File: src/rtl/pc_sequencer.sv
// -----------------------------------------------------------------------------
// pc_sequencer
// Program-counter sequencer for the single-cycle core. Holds the architectural
// PC and selects the next fetch address from sequential increment, a
// conditional PC-relative branch (B) or a conditional register-indirect branch
// (BR). Supports stall and a sticky halt, and keeps saturating branch
// statistics.
//
// Ports:
//   clk          rising-edge clock
//   rst          synchronous active-high reset
//   stall        hold PC and state this cycle
//   halt         current instruction is HLT
//   branch_en    current instruction is B or BR
//   branch_reg   1 = BR (register target), 0 = B (PC-relative)
//   cond         condition code field
//   flags        {N,Z,V}
//   imm          signed branch offset in instructions
//   reg_target   BR target from register file
//   pc           current PC (registered)
//   pc_plus      pc + INC (combinational)
//   pc_next      value PC loads at the next edge (combinational)
//   taken        branch condition met this cycle (combinational)
//   halted       block is in HALTED state (registered)
//   align_err    one-cycle pulse after a taken BR with misaligned target
//   br_count     branches executed (saturating)
//   taken_count  branches taken (saturating)
// -----------------------------------------------------------------------------
module pc_sequencer #(
    parameter int                 ADDR_W   = 16,
    parameter int                 IMM_W    = 9,
    parameter int                 INC      = 2,
    parameter logic [ADDR_W-1:0]  RESET_PC = 16'h0000,
    parameter int                 CNT_W    = 16
) (
    input  logic              clk,
    input  logic              rst,
    input  logic              stall,
    input  logic              halt,
    input  logic              branch_en,
    input  logic              branch_reg,
    input  logic [2:0]        cond,
    input  logic [2:0]        flags,
    input  logic [IMM_W-1:0]  imm,
    input  logic [ADDR_W-1:0] reg_target,
    output logic [ADDR_W-1:0] pc,
    output logic [ADDR_W-1:0] pc_plus,
    output logic [ADDR_W-1:0] pc_next,
    output logic              taken,
    output logic              halted,
    output logic              align_err,
    output logic [CNT_W-1:0]  br_count,
    output logic [CNT_W-1:0]  taken_count
);

    // INC is a power of two; the immediate is scaled by the same amount and
    // BR targets have the matching low bits cleared.
    localparam int                SHIFT    = $clog2(INC);
    localparam logic [ADDR_W-1:0] LOW_MASK = ADDR_W'(INC - 1);
    localparam logic [CNT_W-1:0]  CNT_MAX  = '1;

    typedef enum logic [0:0] {
        ST_RUN    = 1'b0,
        ST_HALTED = 1'b1
    } state_t;

    state_t              r_state;
    state_t              w_state_next;
    logic [ADDR_W-1:0]   r_pc;
    logic                r_align_err;
    logic [CNT_W-1:0]    r_br_count;
    logic [CNT_W-1:0]    r_taken_count;

    logic [ADDR_W-1:0]   w_pc_plus;
    logic [ADDR_W-1:0]   w_pc_next;
    logic [ADDR_W-1:0]   w_imm_ext;
    logic [ADDR_W-1:0]   w_b_target;
    logic [ADDR_W-1:0]   w_br_target;
    logic                w_misalign;
    logic                w_taken;
    logic                w_cnt_en;
    logic                w_align_next;

    // Condition-code evaluation against {N,Z,V}.
    function automatic logic cond_true(input logic [2:0] c, input logic [2:0] f);
        logic n;
        logic z;
        logic v;
        logic res;
        n = f[2];
        z = f[1];
        v = f[0];
        case (c)
            3'b000:  res = !z;
            3'b001:  res = z;
            3'b010:  res = !z && !n;
            3'b011:  res = n;
            3'b100:  res = z || (!z && !n);
            3'b101:  res = n || z;
            3'b110:  res = v;
            3'b111:  res = 1'b1;
            default: res = 1'b0;
        endcase
        return res;
    endfunction

    // Address arithmetic; all sums wrap modulo 2^ADDR_W.
    always_comb begin
        w_pc_plus   = r_pc + ADDR_W'(INC);
        w_imm_ext   = ADDR_W'($signed(imm));
        w_b_target  = w_pc_plus + (w_imm_ext << SHIFT);
        w_br_target = reg_target & ~LOW_MASK;
        w_misalign  = |(reg_target & LOW_MASK);
    end

    // Next-state, next-PC and side-effect enables; HALTED ignores all inputs.
    always_comb begin
        w_state_next = r_state;
        w_pc_next    = r_pc;
        w_taken      = 1'b0;
        w_cnt_en     = 1'b0;
        w_align_next = 1'b0;
        case (r_state)
            ST_RUN: begin
                w_taken = branch_en & cond_true(cond, flags);
                if (stall) begin
                    w_pc_next = r_pc;
                end else if (halt) begin
                    // Halt beats a simultaneous branch: no redirect, no count.
                    w_pc_next    = r_pc;
                    w_state_next = ST_HALTED;
                end else begin
                    w_cnt_en = branch_en;
                    if (w_taken) begin
                        w_pc_next    = branch_reg ? w_br_target : w_b_target;
                        w_align_next = branch_reg & w_misalign;
                    end else begin
                        w_pc_next = w_pc_plus;
                    end
                end
            end
            ST_HALTED: begin
                w_pc_next = r_pc;
            end
            default: begin
                w_state_next = ST_RUN;
                w_pc_next    = RESET_PC;
            end
        endcase
    end

    // State, PC, alignment pulse and saturating statistics registers.
    always_ff @(posedge clk) begin
        if (rst) begin
            r_state       <= ST_RUN;
            r_pc          <= RESET_PC;
            r_align_err   <= 1'b0;
            r_br_count    <= '0;
            r_taken_count <= '0;
        end else begin
            r_state     <= w_state_next;
            r_pc        <= w_pc_next;
            r_align_err <= w_align_next;
            if (w_cnt_en && (r_br_count != CNT_MAX)) begin
                r_br_count <= r_br_count + CNT_W'(1);
            end
            if (w_cnt_en && w_taken && (r_taken_count != CNT_MAX)) begin
                r_taken_count <= r_taken_count + CNT_W'(1);
            end
        end
    end

    assign pc          = r_pc;
    assign pc_plus     = w_pc_plus;
    assign pc_next     = w_pc_next;
    assign taken       = w_taken;
    assign halted      = (r_state == ST_HALTED);
    assign align_err   = r_align_err;
    assign br_count    = r_br_count;
    assign taken_count = r_taken_count;

endmodule

File: config.mk
export PLATFORM = sky130hd
export DESIGN_NAME = pc_sequencer
export DESIGN_NICKNAME = d
export VERILOG_FILES = /design/src/rtl/pc_sequencer.sv
export SDC_FILE = /design/constraint.sdc
export NUM_CORES = 1
export LEC_CHECK = 0
export CAP_MARGIN = 20
export CELL_PAD_IN_SITES_DETAIL_PLACEMENT = 1
export CELL_PAD_IN_SITES_GLOBAL_PLACEMENT = 1
export CORE_ASPECT_RATIO = 2
export CORE_MARGIN = 3
export CORE_UTILIZATION = 35
export CTS_BUF_LIST = sky130_fd_sc_hd__clkbuf_8
export CTS_CLUSTER_DIAMETER = 120
export DETAILED_ROUTE_END_ITERATION = 6
export PLACE_DENSITY_LB_ADDON = 0.1
export SLEW_MARGIN = 30
export SYNTH_ARGS = -nofsm -noshare
export SYNTH_HDL_FRONTEND = slang
export SYNTH_SLANG_ARGS = --single-unit
File: constraint.sdc
create_clock -name clk -period 4.2 [get_ports clk]
set_input_delay 0.84 -clock clk [delete_from_list [all_inputs] [get_ports clk]]
set_output_delay 0.84 -clock clk [all_outputs]
set_load 0.03 [all_outputs]
==> impl_metrics.yaml, run 1 <==
layout:
  final_common_cell: "clkdlybuf4s50_1"
  nNetsFinal: 684
  diodes: 0
  drive_gt1_share_pct: 19.3
  syn2layout_area_growth_pct: 48.8
  finalNonFillerCells: 764
  fill_cells: 1259
  mostFrequentLayoutCells: "103 x clkdlybuf4s50_1, 50 x nor2_1, 47 x buf_4"
  utilization_pct: 53.9
  final_area_sq_um: 5720
cts:
  cts_made_buffers: 5
  path_clk_slew_ns: 0.09
  hold_buffers: 0
  h-tree-depth: 2
  ctsRootBufferMaster: "clkbuf_8"
  clock_latency_ns: 0.30
  cts_tree: "done"
  clock-sinks: 50
  cts_buffer_depth: 2
critical_path:
  path_max_fanout: 7
  criticalPathCategory: "in2out"
  worst_r2r_path_depth: 12
  critPathArrivalTime_ns: 3.34
  required_ns: 3.36
  crit_path_end_kind: "output port"
  startpoint_type: "input port"
global_routing:
  antenna_found_initial: 0
  grt_pass1_vias: 4754
  grt_max_degree: 18
  grt_pass1_wl_um: 23400
  grt_util_all_layers_pct: 23.7
  grt_remaining_overflow: 0
placement:
  port_buffers: 119
  placed_cells: 751
  dpl.hpwl_um: 11700
  dpl_cell_area_sq_um: 5420
  gp_congestion: 0.879
yosys:
  yosysWarnings: 0
  syn_avg_cell_area_sq_um: 7.98
  muxShareOfSynthArea_pct: 2.15
  synthArstFlopShare_pct: 0
  syn_inst: 482
  synth-compound-area-share_pct: 20.3
  synth-main-ff-cell: "dfxtp_1"
  synth_edf_count: 0
  syn_area_sq_um: 3840
  synth_seq_cells: 50
  synth_top_family_by_area: "simple AND/OR/NAND/NOR gates"
  seq_area_frac_synth_pct: 26.0
  synth-simple-area-share_pct: 30.0
  synth_fp_nets: 540
  synth_adder_area_share_pct: 7.03
  synth-xor-area-share_pct: 9.57
  ys_types: 69
floorplanning:
  die_w_um: 80.1
  std_cell_rows: 53
  ioPinCount: 120
  initial_core_util_pct: 36.2
  die_area_sq_um: 12400
  coreArea_sq_um: 10600
  die_y_um: 154
sta:
  slew_headroom_pct: 48.2
  finClkSkew_ns: 0.00640
  finalWorstPathRequiredPeriod_ns: 4.18
  hold_viol_final: 0
  finalSetupViolations: 0
  finalCritPeriodShare_pct: 99.5
  tightest_slew_ns: 0.774
  final_max_slew_viol_count: 0
  timing.fmax_ghz: 0.239
hold_path:
  hold_path_depth: 2
  hp-class: "reg2reg"
run:
  drv_cap: 0
route:
  post-route-drc-count: 0
  route.vias.total: 4268
  vias_per_cell: 5.59
  drt_iter0_markers: 147
  wl_per_cell_um: 19.2
  totalWireLength_um: 14700
  dr.pass1.iters: 4
  ant_nets: 0
pwr:
  vdd_ir_drop_max_uv: 209
  leakage_nw: 2.21
  p_per_area_nw_per_um2: 209
run_status:
  outcome: "complete, no violations"
worst max-delay path: stages:
cell and delay (ns):
clkdlybuf4s50_1 0.56, ha_1 0.39, buf_4 0.15, nand4_1 0.17, a211oi_2 0.27, o31ai_4 0.14, nand3_1 0.10, or4b_4 0.49
nand2_2 0.11, buf_12 0.12
metrics by stage:
stage          total power [mW]  TNS, ns  setup slack, ns  hold WS, ns
2_1_floorplan             0.722  -0.0224          -0.0224        0.622
3_3_place_gp              0.885  -0.0102          -0.0102        0.488
3_5_place_dp              0.896  -0.0872          -0.0872        0.499
4_1_cts                    1.20        0          0.00223        0.513
5_1_grt                    1.27  -0.0726          -0.0392        0.547
6_report                   1.19        0           0.0223        0.513
cell usage after synthesis (all sizes together), types with 2 or more instances:
library cell | count | area [sq um]
nor4 | 9 | 93.8
inv | 18 | 67.6
nor3 | 15 | 91.3
xor2 | 17 | 149
nor2 | 52 | 195
xnor2 | 25 | 219
nand2 | 25 | 96.4
o221a | 2 | 22.5
or2 | 2 | 12.5
a21o | 11 | 82.6
o21a | 8 | 60.1
clkbuf | 11 | 41.3
and3 | 11 | 68.8
o21ai | 24 | 120
nand3 | 26 | 135
nand4 | 18 | 113
or3 | 5 | 36.3
mux2i | 6 | 60.1
and2 | 8 | 50.1
nand2b | 4 | 25.0
o2111a | 2 | 22.5
a211oi | 7 | 52.6
o31ai | 4 | 30.0
nor2b | 6 | 37.5
ha | 20 | 250
nand4b | 3 | 26.3
or4 | 2 | 15.0
a21oi | 34 | 174
nor4b | 2 | 23.8
a2bb2oi | 3 | 26.3
and4 | 6 | 52.6
mux2 | 2 | 22.5
dfxtp | 50 | 1000
nor3b | 6 | 55.1
o211ai | 5 | 42.5
buf | 10 | 77.6
a31oi | 6 | 43.8
what timing repair did:
item | 4_1_cts | 5_1_grt
buffers inserted | 3 | 3
pin swaps | 2 | 8
resized for setup | 15 | 30
setup endpoints to repair | 6 | 9
sequential cells by signal, summed over array words and instances, names as in the netlist:
name	count
taken_count	16
br_count	16
pc	16
align_err	1
halted	1
logic make-up after synthesis:
group,Yosys count
AND/OR/NAND/NOR,203
adder cells (fa/ha/maj),21
buffers and inverters,40
multiplexers,8
flip-flops,50
AO/OA/AOI/OAI,118
XOR/XNOR,42
where the power goes:
part           leakage [nW]  internal, mW  switching [mW]  total [mW]
clock network        0.0524         0.131           0.160       0.291
registers             0.408         0.483          0.0127       0.495
logic                  1.75         0.179           0.229       0.408
worst paths after layout:
check / from / end / slack (ns)
min: br_count[13] / br_count[13] / 0.51
min reg2reg: br_count[13] / br_count[13] / 0.51
max reg2reg: pc[1] / pc[13] / 1.22
max: imm[8] / pc_next[13] / 0.02
routing by layer:
metal | share of wire [%] | track usage [%] | wire length, um | vias up
met4 | 3.1 | 9.91 | 454 | 0
met5 | 0 | 0 | 0 | -
met1 | 35 | 23.0 | 5070 | 2104
li1 | - | - | - | 2051
met2 | 59 | 47.1 | 8650 | 90
met3 | 3.3 | 3.73 | 483 | 23
area by class of cell:
type,count,area (sq um),area share [%]
multi-input cells,392,2860,50.0
clock buffers,6,82.6,1.44
clock inverters,2,8.76,0.153
repair buffers,158,1510,26.4
well taps,137,171,3.00
inverters,19,71.3,1.25
flip-flops and latches,50,1010,17.7
Note: power is estimated with default switching activity, not from simulation.
==> inputs of run 2 (changes only) <==
--- a/config.mk
+++ b/config.mk
@@ -9,7 +9,7 @@
 export CELL_PAD_IN_SITES_DETAIL_PLACEMENT = 1
 export CELL_PAD_IN_SITES_GLOBAL_PLACEMENT = 1
 export CORE_ASPECT_RATIO = 2
-export CORE_MARGIN = 3
+export CORE_MARGIN = 4
 export CORE_UTILIZATION = 35
 export CTS_BUF_LIST = sky130_fd_sc_hd__clkbuf_8
 export CTS_CLUSTER_DIAMETER = 120
==> impl_metrics.yaml, run 2 (synthesized netlist as in run 1, its figures left out) <==
run_status:
  outcome: "complete, no violations"
pwr:
  p_total_mw: 1.26
  p_per_area_nw_per_um2: 220
  power.switching_uw: 417
  pwr-share-clk_pct: 28.2
  vdd_ir_drop_max_uv: 243
  intPower_uw: 841
  leakage_nw: 2.21
  power_frac_seq_pct: 39.4
  swShare_pct: 33.2
  combPwrFrac_pct: 32.4
placement:
  dpl.hpwl_um: 12000
  port_buffers: 119
  gp_congestion: 0.917
route:
  drt_iter0_markers: 104
  wl_per_cell_um: 19.2
  post-route-drc-count: 0
  totalWireLength_um: 14700
  route.vias.total: 4270
  dr.pass1.iters: 4
  vias_per_cell: 5.57
  ant_nets: 0
floorplanning:
  initial_core_util_pct: 36.2
  die_area_sq_um: 12800
  coreArea_sq_um: 10600
  die_y_um: 156
  die_w_um: 82.1
  ioPinCount: 120
  std_cell_rows: 53
layout:
  nNetsFinal: 686
  mostFrequentLayoutCells: "103 x clkdlybuf4s50_1, 51 x nor2_1, 51 x buf_4"
  final_common_cell: "clkdlybuf4s50_1"
  fill_cells: 1280
  drive_gt1_share_pct: 19.1
  diodes: 0
  syn2layout_area_growth_pct: 48.6
  multi_input_area_sq_um: 2830
  regArea_sq_um: 1010
critical_path:
  critPathArrivalTime_ns: 3.22
  startpoint_type: "input port"
  worst_r2r_endpoint: "pc[13]"
  worstPathCellList: "clkdlybuf4s50_1 > ha_1 > a21o_1 > nand4_1 > a21oi_1 > o21ai_1 > o2111a_1 > nor3_2 > buf_4"
  crit_cells: 9
  required_ns: 3.36
  timing.reg2reg.setup_slack_ns: 1.32
  worst_r2r_path_depth: 11
  timing.critical_path.buf_inv: 2
  crit_slowest_cell: "a21oi_1"
  path_max_fanout: 4
  critPathTopFamily: "compound AO/OA/AOI/OAI gates"
  criticalPathCategory: "in2out"
  r2r-start: "pc[1]"
  crit_path_end_kind: "output port"
  worst_path_largest_cell_delay_ns: 0.49
global_routing:
  grt_util_met1_pct: 23.4
  grt_pass1_wl_um: 23300
  use_met3_pct: 3.28
  grt_pass1_vias: 4644
  antenna_found_initial: 0
  grt_use_met2_pct: 44.9
  grt_max_degree: 22
  gr-max-usage-layer: "met2"
  grt_util_all_layers_pct: 23.5
  grt_remaining_overflow: 0
cts:
  h-tree-depth: 2
  path_clk_slew_ns: 0.10
  cts_buffer_depth: 2
  ctsRootBufferMaster: "clkbuf_8"
  clock_latency_ns: 0.31
  clock-sinks: 50
  cts_tree: "done"
  cts_made_buffers: 5
  hold_buffers: 0
sta:
  finClkSkew_ns: 0.00693
  finalCritPeriodShare_pct: 96.7
  slew_headroom_pct: 60.6
  timing.fmax_ghz: 0.246
  hold_viol_final: 0
  finalWorstPathRequiredPeriod_ns: 4.06
  tightest_slew_ns: 0.588
  worst_hold_slack_ns: 0.520
  finalSetupViolations: 0
  final_max_slew_viol_count: 0
hold_path:
  hold_end: "br_count[13]"
  hp-class: "reg2reg"
  hold_path_depth: 2
  worstHoldStart: "br_count[13]"
run:
  drv_cap: 0
## run 2: cell count changes in the layout (fill, tap and decap cells not counted), sizes merged
cell,previous run,this run
clkbuf,6,5
buf,53,56
bufinv,0,1
dlygate4sd2,0,1
dlymetal6s2s,2,0
## run 2: stage by stage
stage	instances	utilization [%]	area (sq um)	TNS, ns	setup WS, ns
global route	766	53.8	5710	-0.0708	-0.0671
global placement	753	51.2	5430	-0.0673	-0.0673
detailed placement	753	51.2	5430	-0.205	-0.181
finish	766	53.8	5710	0	0.139
CTS	761	52.5	5570	-0.173	-0.0931
floorplan	482	-	3910	-0.0224	-0.0224
## run 2: area by class of cell
| cell class | instances | share of cell area (%) |
|---|---|---|
| flip-flops and latches | 50 | 17.8 |
| repair buffers | 160 | 26.5 |
| clock inverters | 3 | 0.767 |
| clock buffers | 5 | 1.20 |
| multi-input cells | 392 | 49.5 |
| inverters | 19 | 1.25 |
| well taps | 137 | 3.00 |
## run 2: repair_timing
action	in CTS	in global routing
resized for setup	8	29
buffers inserted	0	5
cloned	0	0
setup endpoints to repair	6	8
pin swaps	0	4
## run 2: worst max-delay path by stage
stage	endpoint	startpoint	slack, ns
floorplan	pc_next[15]	pc[4]	-0.02
global placement	pc_next[13]	imm[0]	-0.07
detailed placement	pc_next[13]	imm[0]	-0.18
CTS	pc_next[13]	pc[3]	-0.09
global route	pc_next[15]	pc[9]	-0.07
finish	pc_next[14]	imm[1]	0.14
## run 2: tightest hold or removal path: stages, from the launching register on
cell,delay (ns)
dfxtp_1,0.34
o21ai_0,0.08
a21oi_1,0.06
## run 2: power groups by stage
stage | Sequential (mW) | Clock [mW] | Combinational, mW
global placement | 0.506 | 0 | 0.384
detailed placement | 0.506 | 0 | 0.395
floorplan | 0.523 | 0 | 0.199
finish | 0.495 | 0.355 | 0.407
CTS | 0.495 | 0.371 | 0.397
global route | 0.497 | 0.389 | 0.439
## run 2: per-layer routing
| metal | wire, um | vias to the layer above | share of wire, % |
|---|---|---|---|
| met5 | 0 | - | 0 |
| met4 | 646 | 0 | 4.4 |
| met3 | 442 | 37 | 3.0 |
| met2 | 8480 | 97 | 58 |
| met1 | 5150 | 2084 | 35 |
| li1 | - | 2052 | - |
==> inputs of run 3 (changes only) <==
--- a/config.mk
+++ b/config.mk
@@ -10,8 +10,7 @@
 export CELL_PAD_IN_SITES_GLOBAL_PLACEMENT = 1
 export CORE_ASPECT_RATIO = 2
 export CORE_MARGIN = 4
-export CORE_UTILIZATION = 35
-export CTS_BUF_LIST = sky130_fd_sc_hd__clkbuf_8
+export CORE_UTILIZATION = 34
 export CTS_CLUSTER_DIAMETER = 120
 export DETAILED_ROUTE_END_ITERATION = 6
 export PLACE_DENSITY_LB_ADDON = 0.1
==> impl_metrics.yaml, run 3 (synthesized netlist as in run 1, its figures left out) <==
cts:
  cts_made_buffers: 5
  path_clk_slew_ns: 0.06
  cts_tree: "done"
  h-tree-depth: 2
  clock_latency_ns: 0.29
  cts_buffer_depth: 2
  ctsRootBufferMaster: "clkbuf_16"
  clock-sinks: 50
route:
  drt_iter0_markers: 116
  route.vias.total: 4285
  wl_per_cell_um: 19.1
  totalWireLength_um: 14700
  vias_per_cell: 5.57
  post-route-drc-count: 0
  dr.pass1.iters: 4
  ant_nets: 0
global_routing:
  grt_util_met1_pct: 22.5
  grt_pass1_wl_um: 23800
  grt_max_degree: 43
  antenna_found_initial: 0
  grt_util_all_layers_pct: 22.3
  gr-max-usage-layer: "met2"
  use_met3_pct: 3.47
  grt_remaining_overflow: 0
  grt_use_met2_pct: 44.9
  grt_pass1_vias: 4642
critical_path:
  worst_r2r_path_depth: 10
  timing.reg2reg.setup_slack_ns: 1.25
  crit_path_end_kind: "output port"
  startpoint_type: "input port"
  critPathArrivalTime_ns: 3.28
  worst_r2r_endpoint: "pc[13]"
  path_max_fanout: 2
  r2r-start: "pc[3]"
  criticalPathCategory: "in2out"
  required_ns: 3.36
floorplanning:
  coreArea_sq_um: 11000
  initial_core_util_pct: 34.9
  std_cell_rows: 54
  die_area_sq_um: 13200
  ioPinCount: 120
  die_w_um: 83.2
  die_y_um: 158
pwr:
  vdd_ir_drop_max_uv: 209
  swShare_pct: 31.7
  combPwrFrac_pct: 31.1
  power.switching_uw: 419
  pwr-share-clk_pct: 31.4
  intPower_uw: 902
  p_per_area_nw_per_um2: 229
  power_frac_seq_pct: 37.5
  leakage_nw: 2.22
  p_total_mw: 1.32
sta:
  slew_headroom_pct: 60.6
  worst_hold_slack_ns: 0.512
  final_max_slew_viol_count: 0
  hold_viol_final: 0
  finalWorstPathRequiredPeriod_ns: 4.12
  finalCritPeriodShare_pct: 98.0
  finalSetupViolations: 0
  timing.fmax_ghz: 0.243
  finClkSkew_ns: 0.00229
  layout_setup_ws_ns: 0.0847
  tightest_slew_ns: 0.585
  grt_setup_unrepaired: "true"
hold_path:
  hp-class: "reg2reg"
  hold_end: "br_count[13]"
  hold_path_depth: 2
  worstHoldStart: "br_count[13]"
layout:
  diodes: 0
  regArea_sq_um: 1010
  utilization_pct: 52.4
  fill_cells: 1335
  mostFrequentLayoutCells: "104 x clkdlybuf4s50_1, 50 x nor2_1, 48 x buf_4"
  nNetsFinal: 686
  syn2layout_area_growth_pct: 50.0
  multi_input_area_sq_um: 2820
  drive_gt1_share_pct: 18.3
  final_common_cell: "clkdlybuf4s50_1"
placement:
  dpl.hpwl_um: 11800
  dp_slack_ns: -0.113
  port_buffers: 119
  gp_congestion: 0.804
run_status:
  outcome: "complete, no violations"
run:
  drv_cap: 0
[run 3: cell types whose count changed in the layout (fill, tap and decap cells not counted), moves of 2 or more]
cell,change
clkbuf_16,+5
buf_12,+3
clkbuf_8,-4
buf_4,-3
dfxtp_4,-2
ha_1,+2
ha_2,-2
[run 3: worst max path at each step]
stage          slack (ns)   start           to  cells after the start
2_1_floorplan       -0.02   pc[4]  pc_next[15]                     11
3_3_place_gp        -0.06  imm[0]   pc_next[9]                     12
3_5_place_dp        -0.11  imm[7]  pc_next[13]                      9
4_1_cts             -0.08   pc[3]  pc_next[13]                     13
5_1_grt             -0.04   pc[7]  pc_next[13]                     11
6_report             0.08  imm[7]  pc_next[13]                      9
[run 3: layer usage]
layer | part of all wire (%) | vias up | routed length, um
li1 | - | 2054 | -
met1 | 35 | 2104 | 5200
met2 | 58 | 98 | 8480
met3 | 3.3 | 29 | 478
met4 | 3.4 | 0 | 503
met5 | 0 | - | 0
[run 3: worst max-delay path: stages]
cell	delay, ns
clkdlybuf4s50_1	0.41
ha_1	0.32
a21o_1	0.20
or2_2	0.29
o31ai_2	0.34
a21oi_1	0.12
or4b_4	0.54
nand2_2	0.10
buf_12	0.12
[run 3: through the flow]
step | cells | area, sq um | TNS [ns]
after floorplan | 482 | 3910 | -0.0224
after global placement | 759 | 5500 | -0.170
after detailed placement | 759 | 5500 | -0.226
after CTS | 767 | 5670 | -0.0807
after global routing | 769 | 5770 | -0.0409
final | 769 | 5770 | 0
[run 3: area by class of cell]
| class | instances | area share, % |
|---|---|---|
| clock buffer | 7 | 2.47 |
| clock inverter | 1 | 0.0867 |
| inverter | 19 | 1.24 |
| multi-input combinational | 392 | 48.8 |
| sequential | 50 | 17.5 |
| tap | 140 | 3.04 |
| timing repair buffer | 160 | 26.9 |
[run 3: power groups by stage]
stage | sequential, mW | combinational, mW | clock [mW]
floorplan | 0.523 | 0.199 | 0
global placement | 0.506 | 0.393 | 0
detailed placement | 0.506 | 0.400 | 0
CTS | 0.495 | 0.403 | 0.433
global route | 0.497 | 0.441 | 0.452
finish | 0.496 | 0.411 | 0.415
[run 3: repair_timing]
action,4_1_cts,5_1_grt
hold buffers,0,0
gates resized for setup,9,22
setup buffers,0,2
pin swaps,1,4
endpoints found under the setup margin,6,12
gates cloned,0,0
